<file path="src/rtl/ili9341_frame_sequencer_pkg.sv">
// Shared definitions for the ILI9341 frame sequencer: scene codes, colours,
// per-scene source table and FSM state encoding.
package ili9341_frame_sequencer_pkg;

   localparam logic [3:0] IDLE    = 4'd0;
   localparam logic [3:0] INICIO  = 4'd1;
   localparam logic [3:0] PAUSA   = 4'd2;
   localparam logic [3:0] COMER   = 4'd3;
   localparam logic [3:0] DORMIR  = 4'd4;
   localparam logic [3:0] JUGAR   = 4'd5;
   localparam logic [3:0] BANAR   = 4'd6;
   localparam logic [3:0] SALUD   = 4'd7;
   localparam logic [3:0] FELIZ   = 4'd8;
   localparam logic [3:0] TRISTE  = 4'd9;
   localparam logic [3:0] HAMBRE  = 4'd10;
   localparam logic [3:0] SUCIO   = 4'd11;
   localparam logic [3:0] CANSADO = 4'd12;
   localparam logic [3:0] MUERTO  = 4'd13;

   localparam logic [15:0] RGB_BLACK  = 16'h0000;
   localparam logic [15:0] RGB_NAVY   = 16'h000F;
   localparam logic [15:0] RGB_RED    = 16'hF800;
   localparam logic [15:0] RGB_GREEN  = 16'h07E0;
   localparam logic [15:0] RGB_BLUE   = 16'h001F;
   localparam logic [15:0] RGB_YELLOW = 16'hFFE0;
   localparam logic [15:0] RGB_GREY   = 16'h8410;
   localparam logic [15:0] RGB_WHITE  = 16'hFFFF;

   typedef enum logic {MODE_SPRITE, MODE_FILL} scene_mode_t;

   // slot selects which SRC_W*SRC_H block of the ROM holds the sprite
   typedef struct packed {
      scene_mode_t mode;
      logic [1:0]  slot;
      logic [15:0] fill;
   } scene_cfg_t;

   typedef enum logic [2:0] {
      S_IDLE, S_LOAD, S_FETCH, S_WAIT, S_PRESENT, S_DONE
   } seq_state_t;

   function automatic logic [3:0] scene_sanitize(input logic [3:0] code);
      return (code > MUERTO) ? IDLE : code;
   endfunction

   function automatic scene_cfg_t scene_lookup(input logic [3:0] code);
      scene_cfg_t cfg;
      cfg = '{mode: MODE_FILL, slot: 2'd0, fill: RGB_NAVY};
      case (code)
         INICIO, BANAR, TRISTE:           cfg = '{mode: MODE_SPRITE, slot: 2'd0, fill: RGB_BLACK};
         COMER, JUGAR, HAMBRE, CANSADO:   cfg = '{mode: MODE_SPRITE, slot: 2'd1, fill: RGB_BLACK};
         PAUSA:                           cfg = '{mode: MODE_FILL,   slot: 2'd0, fill: RGB_RED};
         DORMIR:                          cfg = '{mode: MODE_FILL,   slot: 2'd0, fill: RGB_BLUE};
         SALUD:                           cfg = '{mode: MODE_FILL,   slot: 2'd0, fill: RGB_GREEN};
         FELIZ:                           cfg = '{mode: MODE_FILL,   slot: 2'd0, fill: RGB_YELLOW};
         SUCIO:                           cfg = '{mode: MODE_FILL,   slot: 2'd0, fill: RGB_GREY};
         MUERTO:                          cfg = '{mode: MODE_FILL,   slot: 2'd0, fill: RGB_WHITE};
         default:                         cfg = '{mode: MODE_FILL,   slot: 2'd0, fill: RGB_NAVY};
      endcase
      return cfg;
   endfunction

endpackage

</file>
<file path="src/rtl/ili9341_scale_addr_gen.sv">
// Source-pixel walker for the upscaler: horizontal/vertical replication counters,
// column/row counters and the ROM row base, producing the sprite word address.
module ili9341_scale_addr_gen #(
   parameter int unsigned SRC_W  = 80,
   parameter int unsigned SRC_H  = 80,
   parameter int unsigned SCALE  = 3,
   parameter int unsigned ADDR_W = 14
) (
   input  logic              clk,
   input  logic              rst,
   input  logic              load,
   input  logic              advance,
   input  logic [ADDR_W-1:0] base,
   output logic [ADDR_W-1:0] mem_addr,
   output logic              src_pixel_last,
   output logic              frame_last
);

   localparam int unsigned COL_W = (SRC_W > 1) ? $clog2(SRC_W) : 1;
   localparam int unsigned ROW_W = (SRC_H > 1) ? $clog2(SRC_H) : 1;
   localparam int unsigned REP_W = (SCALE > 1) ? $clog2(SCALE) : 1;

   logic [COL_W-1:0]  col;
   logic [ROW_W-1:0]  row;
   logic [REP_W-1:0]  hrep;
   logic [REP_W-1:0]  vrep;
   logic [ADDR_W-1:0] row_start;
   logic              col_last;
   logic              vrep_last;
   logic              row_last;

   always_comb begin
      col_last       = (col == COL_W'(SRC_W - 1));
      vrep_last      = (vrep == REP_W'(SCALE - 1));
      row_last       = (row == ROW_W'(SRC_H - 1));
      src_pixel_last = (hrep == REP_W'(SCALE - 1));
      frame_last     = src_pixel_last && col_last && vrep_last && row_last;
      mem_addr       = row_start + ADDR_W'(col);
   end

   // The final source pixel of a frame leaves row/row_start in place so the
   // address never steps past the sprite block.
   always_ff @(posedge clk or negedge rst) begin
      if (!rst) begin
         col       <= '0;
         row       <= '0;
         hrep      <= '0;
         vrep      <= '0;
         row_start <= '0;
      end else if (load) begin
         col       <= '0;
         row       <= '0;
         hrep      <= '0;
         vrep      <= '0;
         row_start <= base;
      end else if (advance) begin
         if (!src_pixel_last) begin
            hrep <= hrep + 1'b1;
         end else begin
            hrep <= '0;
            if (!col_last) begin
               col <= col + 1'b1;
            end else begin
               col <= '0;
               if (!vrep_last) begin
                  vrep <= vrep + 1'b1;
               end else begin
                  vrep <= '0;
                  if (!row_last) begin
                     row       <= row + 1'b1;
                     row_start <= row_start + ADDR_W'(SRC_W);
                  end
               end
            end
         end
      end
   end

endmodule

</file>
<file path="src/rtl/ili9341_frame_sequencer.sv">
// Frame sequencer for the ILI9341 pixel path: walks an upscaled sprite (or a
// solid fill) per frame, with scene changes applied only at frame boundaries.
module ili9341_frame_sequencer
   import ili9341_frame_sequencer_pkg::*;
#(
   parameter int unsigned SRC_W      = 80,
   parameter int unsigned SRC_H      = 80,
   parameter int unsigned SCALE      = 3,
   parameter int unsigned PIXEL_SIZE = 16,
   parameter int unsigned MEM_DEPTH  = 12800,
   localparam int unsigned ADDR_W    = $clog2(MEM_DEPTH)
) (
   input  logic                  clk,
   input  logic                  rst,
   input  logic [3:0]            scene,
   output logic                  mem_rd_en,
   output logic [ADDR_W-1:0]     mem_addr,
   input  logic [PIXEL_SIZE-1:0] mem_rd_data,
   output logic [PIXEL_SIZE-1:0] pix_data,
   output logic                  pix_valid,
   input  logic                  pix_ready,
   output logic                  frame_start,
   output logic                  frame_done,
   output logic                  busy
);

   seq_state_t        state;
   seq_state_t        state_nxt;
   scene_cfg_t        cfg;
   logic [3:0]        scene_s;
   logic [3:0]        cur_scene;
   logic [ADDR_W-1:0] base;
   logic              pending;
   logic              started;
   logic              fill_mode;
   logic              accept;
   logic              reload;
   logic              src_pixel_last;
   logic              frame_last;

   assign scene_s = scene_sanitize(scene);
   assign cfg     = scene_lookup(scene_s);
   assign base    = ADDR_W'(32'(cfg.slot) * SRC_W * SRC_H);
   assign accept  = pix_valid && pix_ready;
   assign reload  = pending || (scene_s != cur_scene);

   ili9341_scale_addr_gen #(
      .SRC_W (SRC_W),
      .SRC_H (SRC_H),
      .SCALE (SCALE),
      .ADDR_W(ADDR_W)
   ) u_addr_gen (
      .clk           (clk),
      .rst           (rst),
      .load          (state == S_LOAD),
      .advance       (accept),
      .base          (base),
      .mem_addr      (mem_addr),
      .src_pixel_last(src_pixel_last),
      .frame_last    (frame_last)
   );

   always_ff @(posedge clk or negedge rst) begin
      if (!rst) state <= S_IDLE;
      else      state <= state_nxt;
   end

   always_comb begin
      state_nxt = state;
      case (state)
         S_IDLE:    state_nxt = S_LOAD;
         S_LOAD:    state_nxt = (cfg.mode == MODE_FILL) ? S_PRESENT : S_FETCH;
         S_FETCH:   state_nxt = S_WAIT;
         S_WAIT:    state_nxt = S_PRESENT;
         S_PRESENT: begin
            if (accept && src_pixel_last) begin
               if (frame_last)     state_nxt = S_DONE;
               else if (!fill_mode) state_nxt = S_FETCH;
            end
         end
         S_DONE:    if (reload) state_nxt = S_LOAD;
         default:   state_nxt = S_IDLE;
      endcase
   end

   always_comb begin
      pix_valid   = (state == S_PRESENT);
      mem_rd_en   = (state == S_FETCH);
      frame_start = (state == S_PRESENT) && !started;
      busy        = !((state == S_IDLE) || (state == S_DONE));
   end

   // frame_done drops on the DONE->LOAD edge so it is already low during LOAD.
   always_ff @(posedge clk or negedge rst) begin
      if (!rst) begin
         cur_scene  <= '0;
         pending    <= 1'b0;
         started    <= 1'b0;
         fill_mode  <= 1'b0;
         frame_done <= 1'b0;
         pix_data   <= '0;
      end else begin
         case (state)
            S_LOAD: begin
               cur_scene  <= scene_s;
               fill_mode  <= (cfg.mode == MODE_FILL);
               pending    <= 1'b0;
               started    <= 1'b0;
               frame_done <= 1'b0;
               if (cfg.mode == MODE_FILL) pix_data <= PIXEL_SIZE'(cfg.fill);
            end
            S_WAIT:    pix_data <= mem_rd_data;
            S_PRESENT: begin
               started <= 1'b1;
               if (accept && frame_last) frame_done <= 1'b1;
            end
            S_DONE:    if (reload) frame_done <= 1'b0;
            default:   ;
         endcase
         if ((state == S_FETCH || state == S_WAIT || state == S_PRESENT) && (scene_s != cur_scene))
            pending <= 1'b1;
      end
   end

   always_ff @(posedge clk) begin
      if (rst) begin
         assert (!(frame_done && pix_valid));
         if (state == S_LOAD)
            assert (32'(cfg.slot) * SRC_W * SRC_H + SRC_W * SRC_H <= MEM_DEPTH);
      end
   end

endmodule
</file>
<file path="config.mk">
export PLATFORM = sky130hd
export DESIGN_NAME = ili9341_frame_sequencer
export DESIGN_NICKNAME = d
export VERILOG_FILES = /design/src/rtl/ili9341_frame_sequencer_pkg.sv /design/src/rtl/ili9341_scale_addr_gen.sv /design/src/rtl/ili9341_frame_sequencer.sv
export SDC_FILE = /design/constraint.sdc
export NUM_CORES = 1
export LEC_CHECK = 0
export BUFFER_PORTS_ARGS = -buffer_cell sky130_fd_sc_hd__clkbuf_2
export CORE_AREA = 2 2 59 103
export CTS_BUF_LIST = sky130_fd_sc_hd__clkbuf_4 sky130_fd_sc_hd__clkbuf_8
export DETAILED_ROUTE_END_ITERATION = 10
export DIE_AREA = 0 0 61 105
export PLACE_DENSITY = 0.91
export SLEW_MARGIN = 20
export SYNTH_ARGS = -nofsm -noshare
export SYNTH_HDL_FRONTEND = slang
export SYNTH_SLANG_ARGS = --single-unit
export TNS_END_PERCENT = 20
</file>
<file path="constraint.sdc">
create_clock -name clk -period 3.5 [get_ports clk]
set_input_delay 0.525 -clock clk [delete_from_list [all_inputs] [get_ports clk]]
set_output_delay 0.525 -clock clk [all_outputs]
set_load 0.01 [all_outputs]
</file>
==> metrics.cfg, run 1 <==
[outcome]
outcome = completed

[worst_setup_path]
path_max_fanout = 4
reg2reg_depth = 6
worstPathArrival_ps = 2130
crit_type = register to output pin
r2r-start = u_addr_gen.col[0]
r2r_end = u_addr_gen.row_start[10]
startpoint_type = register
crit_path_cell_trace = ha_1 -> nand3_1 -> o21ai_0 -> nand4_1 -> xnor2_1 -> clkbuf_2
r2r_slack_ps = 1150
cp_slowest_stage_delay_ps = 450
endpoint_kind = output pin
cp.required_ps = 2970
cpMaxStageDelayCell = dfrtp_1

[power]
ir_worst_vdd_v = 0.000434
p_leak_nw = 1.77
power_density_mw_per_mm2 = 691

[cts]
cts_max_level = 2
cts_root_buf = clkbuf_8
cts_made_buffers = 5
cts_setup_buffers = 0
cts_buffer_depth = 2
hold_buffers = 0
insertion_delay_ps = 320
cts-resized-gates = 0
cts_tree = yes
clk_pin_slew_ps = 100
cts_sinks = 55

[timing]
finalSetupViolations = 0
tns_ps = 0
fin_skew_ps = 10.9
slew_violations = 0
whs_ps = 324
tightest_slew_ps = 921
post-route-period-util_pct = 75.8
min_period_ps = 2650
clock.fmax_mhz = 377
hold_viol = 0
relSlewSlack_pct = 38.6
rsz0062_at_grt = false

[synth]
syn-cell-area_sq_mm = 0.00329
synth_edf_count = 0
ys_ff_latch = 55
yosysUniqueCellTypes = 56
async_reset_ff_share_pct = 100
synth_area_leaders = dfrtp_1 (42%), nand2_1 (6.3%), a21oi_1 (4.9%)
synthFlopType = dfrtp_1
yosysWarnings = 0
seq_area_frac_synth_pct = 41.9
synth.top_cell.area_share_pct = 41.9
avgSynthCellArea_sq_um = 8.56
synth_top_area_cell = dfrtp_1
synth_common_cells = dfrtp_1 (55), nand2_1 (55), a21oi_1 (32)
netlist_instances = 384
synth_nets = 414

[floorplan]
die_x_um = 61
boundaryPins = 58
start_util_pct = 59.3
dieArea_sq_mm = 0.00641
rows = 36
die-height_um = 105
core_sq_mm = 0.00554

[drt]
num_vias = 3030
drtPass1Iterations = 4
wirelength_um = 7670
route.detailed.drc = 0
wl_per_cell_um = 15.2
avgViaCountPerCell = 6.00
antenna_left = 0
drt_iter0_drc = 163

[cells_and_area]
final_layout_size_suffix_gt1_share_pct = 20.5
antenna_cells = 0
syn_to_final_growth_pct = 13.5
fin_nets = 458

[flow_run]
maxCapViolCount = 0

[global_routing]
grt-ovfl-total = 0
grt_pass1_wl_um = 13200
grt_start_max_net_pins = 42
antenna_found_initial = 0
grt_use_total_pct = 26.7
first_global_vias = 3013

[placement]
hpwl_um = 5630
io_buffers = 57
gp_congestion = 0.894

[min_path]
hold_class = primary input to asynchronous set/reset pin

-- per-layer routing --
layer,vias up,global-route usage [%],wire [um]
li1,1455,-,-
met1,1441,31.0,2940
met2,110,46.0,4090
met3,24,3.71,385
met4,0,12.4,255
met5,-,0,0
-- worst max-delay path by stage --
stage,end,startpoint,slack [ps],cells past startpoint
after floorplan,mem_addr[11],u_addr_gen.row_start[5],1460,5
after global placement,pix_data[6],scene[3],1080,6
after detailed placement,pix_data[6],scene[3],990,6
after CTS,mem_addr[12],u_addr_gen.col[5],860,6
after global routing,mem_addr[12],u_addr_gen.col[5],600,6
final,mem_addr[12],u_addr_gen.col[5],850,6
-- worst max-delay path: cells and delay by family (launching register included) --
| family | cells | cell delay [ps] |
|---|---|---|
| AOI/OAI and AO/OA | 1 | 410 |
| xor gates and xnor gates | 1 | 150 |
| adders and majority gates | 1 | 370 |
| buffers and inverters | 1 | 140 |
| DFF | 1 | 450 |
| and+or+nand+nor | 2 | 280 |
-- sequential cells by signal, summed over array words and instances, names as in the netlist, 2 cells and up --
signal	cells
u_addr_gen.col	7
u_addr_gen.row	7
u_addr_gen.row_start	10
pix_data	16
u_addr_gen.vrep	2
u_addr_gen.hrep	2
state	3
cur_scene	4
-- final cells by class --
type,count,area (sq um)
Fill cell,446,1810
Multi-Input combinational cell,295,1780
Sequential cell,55,1380
Timing Repair Buffer,63,330
Tap cell,76,95.1
Clock buffer,6,82.6
Clock inverter,2,35.0
Inverter,8,30.0
-- layout by cell type, fill, tap and decap left out, types with 6 or more instances in the layout --
cell type | Yosys | final
o21ai_0 | 30 | 30
o31ai_1 | 7 | 7
a21oi_1 | 32 | 32
or2_2 | 7 | 7
clkbuf_8 | 0 | 6
a31oi_1 | 8 | 8
dfrtp_1 | 55 | 55
nand4_1 | 7 | 7
xor2_1 | 10 | 10
nor4_1 | 6 | 6
nor2_1 | 24 | 24
ha_1 | 7 | 7
nand3_1 | 18 | 18
clkbuf_2 | 0 | 56
nand2_1 | 55 | 55
buf_4 | 1 | 6
xnor2_1 | 12 | 12
nor3_1 | 7 | 7
inv_1 | 8 | 8
-- cell families (layout without fill, tap and decap cells) --
family,count (synthesis),in the layout,synth area share [%]
muxes,4,4,1.26
buffers and inverters,34,79,4.19
AOI/OAI and AO/OA,105,105,20.0
other,1,1,0.114
xor gates and xnor gates,22,22,5.86
and+or+nand+nor,156,156,24.1
adders and majority gates,7,7,2.66
DFF,55,55,41.9
-- stage by stage --
step,power [W],setup slack (ps),cells,instance area [sq um],utilization (%)
6_report,0.00258,847,505,3730,67.3
5_1_grt,0.00278,596,505,3730,67.3
4_1_cts,0.00258,858,505,3730,67.3
3_5_place_dp,0.00214,990,497,3610,65.2
3_3_place_gp,0.00209,1080,497,3610,65.2
2_1_floorplan,0.00177,1460,384,3290,-
-- power by group --
group	internal (W)	switching [W]	total [W]
combinational	0.000434	0.000691	0.00113
sequential	0.000814	0.000194	0.00101
clock	0.000232	0.000214	0.000445
total	0.00148	0.00110	0.00258
Power figures use the tool's default switching activity.
==> run 2: changes to the inputs <==
CORE_AREA = 2 2 64 111   (was 2 2 59 103)
DIE_AREA = 0 0 66 113   (was 0 0 61 105)
PLACE_DENSITY = 0.83   (was 0.91)
clock period = 2.2 ns   (was 3.5 ns; I/O delays follow)
==> metrics.cfg, run 2 (synthesis gave the netlist of run 1 again) <==
[power]
power_w = 0.00417  ; was 0.00258 W
power_density_mw_per_mm2 = 1050  ; was 691 mW/mm^2
p_leak_nw = 1.88  ; was 1.77 nW
ir_worst_vdd_v = 0.000760  ; was 0.000434 V

[cts]
cts_made_buffers = 5  ; unchanged
insertion_delay_ps = 310  ; was 320 ps
cts_tree = yes  ; unchanged
cts_max_level = 2  ; unchanged
cts_buffer_depth = 2  ; unchanged
cts_root_buf = clkbuf_8  ; unchanged
cts_sinks = 55  ; unchanged
clk_pin_slew_ps = 90  ; was 100 ps

[global_routing]
first_global_vias = 3110  ; was 3013
grt_start_max_net_pins = 32  ; was 42
grt-ovfl-total = 0  ; unchanged
grt_pass1_wl_um = 13800  ; was 13200 um
antenna_found_initial = 0  ; unchanged
grt_use_total_pct = 23.2  ; was 26.7%

[floorplan]
die-height_um = 113  ; was 105 um
die_x_um = 66  ; was 61 um
core_sq_mm = 0.00654  ; was 0.00554 sq mm
boundaryPins = 58  ; unchanged
dieArea_sq_mm = 0.00746  ; was 0.00641 sq mm
rows = 39  ; was 36
start_util_pct = 50.3  ; was 59.3%

[timing]
post-route-period-util_pct = 97.4
fin_skew_ps = 6.61  ; was 10.9 ps
slew_violations = 0  ; unchanged
relSlewSlack_pct = 56.6  ; was 38.6%
tightest_slew_ps = 651  ; was 921 ps
min_period_ps = 2140
hold_viol = 0  ; unchanged
rsz0062_at_grt = true  ; was false
clock.fmax_mhz = 467
finalSetupViolations = 0  ; unchanged

[worst_setup_path]
startpoint_type = register  ; unchanged
worstPathArrival_ps = 1810  ; was 2130 ps
path_max_fanout = 4  ; unchanged
crit_type = register to output pin  ; unchanged
cp.required_ps = 1870  ; was 2970 ps
endpoint_kind = output pin  ; unchanged

[placement]
gp_congestion = 0.822  ; was 0.894
hpwl_um = 6010  ; was 5630 um
io_buffers = 57  ; unchanged

[cells_and_area]
largest_reg_flops = 16  ; unchanged
fin_nets = 483  ; was 458
top_regs = pix_data (16), u_addr_gen.row_start (10)  ; unchanged
layout_common_cells = nand2_1 (55), clkbuf_2 (55), dfrtp_1 (52)  ; was clkbuf_2 (56), nand2_1 (55), dfrtp_1 (55)
largest_register = pix_data  ; unchanged
seq_area_sq_mm = 0.00138  ; about the same
multiInputGateArea_sq_mm = 0.00186  ; was 0.00178 sq mm
final_layout_size_suffix_gt1_share_pct = 27.9  ; was 20.5%
fillers = 587  ; was 446
syn_to_final_growth_pct = 21.0  ; was 13.5%
antenna_cells = 0  ; unchanged
final_core_util_pct = 60.8  ; was 67.3%

[drt]
route.detailed.drc = 0  ; unchanged
avgViaCountPerCell = 5.84  ; was 6.00
wl_per_cell_um = 15.1  ; was 15.2 um
wirelength_um = 8050  ; was 7670 um
antenna_left = 0  ; unchanged
drt_iter0_drc = 146  ; was 163
num_vias = 3117  ; was 3030
drtPass1Iterations = 4  ; unchanged

[outcome]
outcome = completed  ; unchanged

[flow_run]
maxCapViolCount = 0  ; unchanged

[min_path]
hold_class = primary input to asynchronous set/reset pin  ; unchanged

run 2: cell types whose count changed in the layout (fill, tap and decap cells not counted), sizes merged:
| cell | before | now |
|---|---|---|
| buf | 7 | 33 |
| bufinv | 1 | 0 |
| clkbuf | 62 | 61 |
| clkinv | 1 | 0 |
run 2: path summary, 6_finish.rpt:
path,start,end,slack [ps],cells after the start
max,u_addr_gen.col[6],mem_addr[12],60,6
min reg2reg,pix_data[7],pix_data[7],490,2
max in group asynchronous,rst,u_addr_gen.row_start[6],1570,2
min in group clk,mem_rd_data[4],pix_data[4],220,3
max reg2reg,u_addr_gen.col[5],u_addr_gen.row[3],120,6
min,rst,u_addr_gen.col[0],30,1
run 2: metrics by stage:
step | instances | hold slack (ps) | setup slack, ps | area [sq um] | TNS (ps)
2_1_floorplan | 384 | 34.4 | 291 | 3290 | 0
3_3_place_gp | 520 | 386 | 90.3 | 3760 | 0
3_5_place_dp | 520 | 389 | 77.3 | 3760 | 0
4_1_cts | 531 | 43.9 | 6.78 | 3930 | 0
5_1_grt | 534 | 69.3 | -62.9 | 3980 | -83.0
6_report | 534 | 27.1 | 58.2 | 3980 | 0
run 2: layout make-up:
class                   instances  share of cell area [%]
multi-input cells             295                    46.7
flip-flops and latches         55                    34.7
repair buffers                 88                    13.3
well taps                      82                    2.58
clock buffers                   6                    1.92
inverters                       8                   0.755
run 2: per-layer routing:
metal	global-route usage (%)	wire length (um)
met1	25.6	3010
met2	43.0	4560
met5	0	0
met4	10.1	141
met3	2.98	346
run 2: repair_timing:
item                                    CTS  global route
pin swaps                                 1             5
gates resized for setup                  11            10
buffers inserted                          5             3
hold buffers                              0             0
endpoints found under the setup margin    7            18
run 2: critical path: stages, from the launching register on:
cell     delay (ps)
dfrtp_2         440
ha_4            290
nand3_1         110
o21ai_2         210
nand4_1         140
xnor2_1         160
buf_2           140
run 2: report_power, final:
part | switching, W | internal (W)
Clock | 0.000320 | 0.000226
Combinational | 0.00120 | 0.000866
Sequential | 0.000267 | 0.00130
==> run 3: changes to the inputs <==
CTS_BUF_LIST = sky130_fd_sc_hd__clkbuf_4   (was sky130_fd_sc_hd__clkbuf_4 sky130_fd_sc_hd__clkbuf_8)
PLACE_DENSITY = 0.76   (was 0.83)
==> metrics.cfg, run 3 (synthesis gave the netlist of run 1 again) <==
[flow_run]
maxCapViolCount = 0  ; unchanged

[power]
seq_power_share_pct = 37.9  ; was 37.5%
p_switching_w = 0.00178  ; about the same
combinationalPowerShare_pct = 51.3  ; was 49.4%
ir_worst_vdd_v = 0.000653  ; was 0.000760 V
p_leak_nw = 1.88  ; about the same
p_sw_share_pct = 43.4  ; was 42.7%
intPower_w = 0.00232  ; was 0.00239 W
pwr-share-clk_pct = 10.8  ; was 13.1%
power_density_mw_per_mm2 = 1040  ; was 1050 mW/mm^2

[drt]
num_vias = 3071  ; was 3117
wl_per_cell_um = 14.9  ; was 15.1 um
wirelength_um = 8030  ; was 8050 um
antenna_left = 0  ; unchanged
avgViaCountPerCell = 5.72  ; was 5.84
route.detailed.drc = 0  ; unchanged
drt_iter0_drc = 152  ; was 146
drtPass1Iterations = 4  ; unchanged

[cts]
clk_pin_slew_ps = 160  ; was 90 ps
cts_tree = yes  ; unchanged
cts_made_buffers = 5  ; unchanged
cts_sinks = 55  ; unchanged
cts_buffer_depth = 2  ; unchanged
cts_root_buf = clkbuf_4  ; was clkbuf_8
hold_buffers = 0  ; unchanged
cts_max_level = 2  ; unchanged
insertion_delay_ps = 380  ; was 310 ps

[floorplan]
rows = 39  ; unchanged
die-height_um = 113  ; unchanged
die_x_um = 66  ; unchanged
core_sq_mm = 0.00654  ; unchanged
dieArea_sq_mm = 0.00746  ; unchanged
start_util_pct = 50.3  ; unchanged
boundaryPins = 58  ; unchanged

[cells_and_area]
top_regs = pix_data (16), u_addr_gen.row_start (10)  ; unchanged
largest_register = pix_data  ; unchanged
final_layout_size_suffix_gt1_share_pct = 27.9  ; about the same
antenna_cells = 0  ; unchanged
syn_to_final_growth_pct = 20.4  ; was 21.0%
fillers = 610  ; was 587
final_core_util_pct = 60.5  ; was 60.8%
multiInputGateArea_sq_mm = 0.00186  ; about the same
layout_common_cells = nand2_1 (54), dfrtp_1 (53), clkbuf_2 (52)  ; was nand2_1 (55), clkbuf_2 (55), dfrtp_1 (52)
fin_nets = 484  ; was 483
layout_commonest_cell = nand2_1
seq_area_sq_mm = 0.00138  ; about the same
largest_reg_flops = 16  ; unchanged

[worst_setup_path]
r2r_slack_ps = 170  ; was 120 ps
r2r-start = u_addr_gen.col[5]  ; unchanged
reg2reg_depth = 6  ; unchanged
cp.required_ps = 1870  ; about the same
path_max_fanout = 4  ; unchanged
worstPathArrival_ps = 1910  ; was 1810 ps
r2r_end = u_addr_gen.row[6]  ; was u_addr_gen.row[3]
crit_type = register to output pin  ; unchanged
endpoint_kind = output pin  ; unchanged
startpoint_type = register  ; unchanged

[timing]
fin_skew_ps = 9.59  ; was 6.61 ps
tightest_slew_ps = 700  ; was 651 ps
rsz0062_at_grt = true  ; unchanged
clock.fmax_mhz = 447  ; was 467 MHz
post-route-period-util_pct = 102  ; was 97.4%
finalSetupViolations = 3  ; was 0
slew_violations = 0  ; unchanged
fin_ws_ps = -36.2  ; was 58.2 ps
hold_viol = 0  ; unchanged
min_period_ps = 2240  ; was 2140 ps
relSlewSlack_pct = 53.3  ; was 56.6%

[placement]
io_buffers = 57  ; unchanged
gp_congestion = 0.817  ; was 0.822
hpwl_um = 5860  ; was 6010 um
pre_cts_slack_ps = 107  ; was 77.3 ps

[outcome]
violations = setup timing
outcome = complete, but fails checks  ; was completed

[min_path]
hold_class = primary input to asynchronous set/reset pin  ; unchanged

[global_routing]
antenna_found_initial = 0  ; unchanged
grt_use_total_pct = 23.1  ; was 23.2%
first_global_vias = 3107  ; was 3110
grt_pass1_wl_um = 13800  ; about the same
grt-ovfl-total = 0  ; unchanged
grt_start_max_net_pins = 56  ; was 32

-- run 3: cell count changes in the layout (fill, tap and decap cells not counted), moves of 2 or more --
cell      change
buf_2         +3
clkbuf_2      -3
clkbuf_4      +5
clkbuf_8      -5
clkinv_1      +2
-- run 3: how the worst max path moves through the flow --
stage,from,end,slack [ps],depth (start not counted)
after floorplan,u_addr_gen.col[0],u_addr_gen.row_start[6],290,6
after global placement,u_addr_gen.col[0],state[2],150,6
after detailed placement,u_addr_gen.col[5],mem_addr[13],110,6
after CTS,u_addr_gen.row_start[6],mem_addr[12],-30,7
after global routing,u_addr_gen.row_start[5],mem_addr[13],-110,6
final,u_addr_gen.row_start[5],mem_addr[9],-40,6
-- run 3: routing by layer --
| metal | global-route usage (%) | up-vias | wire length (um) |
|---|---|---|---|
| met5 | 0 | - | 0 |
| met3 | 3.28 | 10 | 301 |
| li1 | - | 1508 | - |
| met2 | 45.0 | 79 | 4550 |
| met4 | 6.94 | 0 | 124 |
| met1 | 24.6 | 1474 | 3060 |
-- run 3: what timing repair did --
action	4_1_cts	5_1_grt
cloned	0	0
buffers inserted	7	0
gates resized for setup	12	11
endpoints found under the setup margin	7	23
hold endpoints to repair	0	0
pin swaps	5	4
-- run 3: stage by stage --
stage | total power [W] | area, sq um | cells | TNS (ps) | hold slack, ps
floorplan | 0.00281 | 3290 | 384 | 0 | 34.4
global placement | 0.00355 | 3780 | 522 | 0 | 463
detailed placement | 0.00361 | 3780 | 522 | 0 | 473
CTS | 0.00410 | 3940 | 537 | -47.7 | 89.3
global route | 0.00443 | 3960 | 537 | -465 | 112
finish | 0.00410 | 3960 | 537 | -68.8 | 73.6
-- run 3: area by class of cell --
class,instances,area share (%)
Multi-Input combinational cell,295,46.9
Tap cell,82,2.59
Timing Repair Buffer,89,13.6
Sequential cell,55,34.8
Inverter,8,0.759
Clock buffer,6,1.14
Clock inverter,2,0.190
-- run 3: worst max-delay path, stage by stage, from the launching register on --
cell	delay, ps
dfrtp_1	450
ha_4	280
a21o_1	210
a21oi_4	220
nor2_1	90
xor2_1	140
buf_2	150
-- run 3: power by group through the flow --
stage	combinational (W)	sequential [W]	clock [W]
detailed placement	0.00203	0.00157	0
global placement	0.00199	0.00155	0
global route	0.00234	0.00160	0.000495
floorplan	0.00125	0.00156	0
finish	0.00210	0.00155	0.000443
CTS	0.00210	0.00155	0.000455
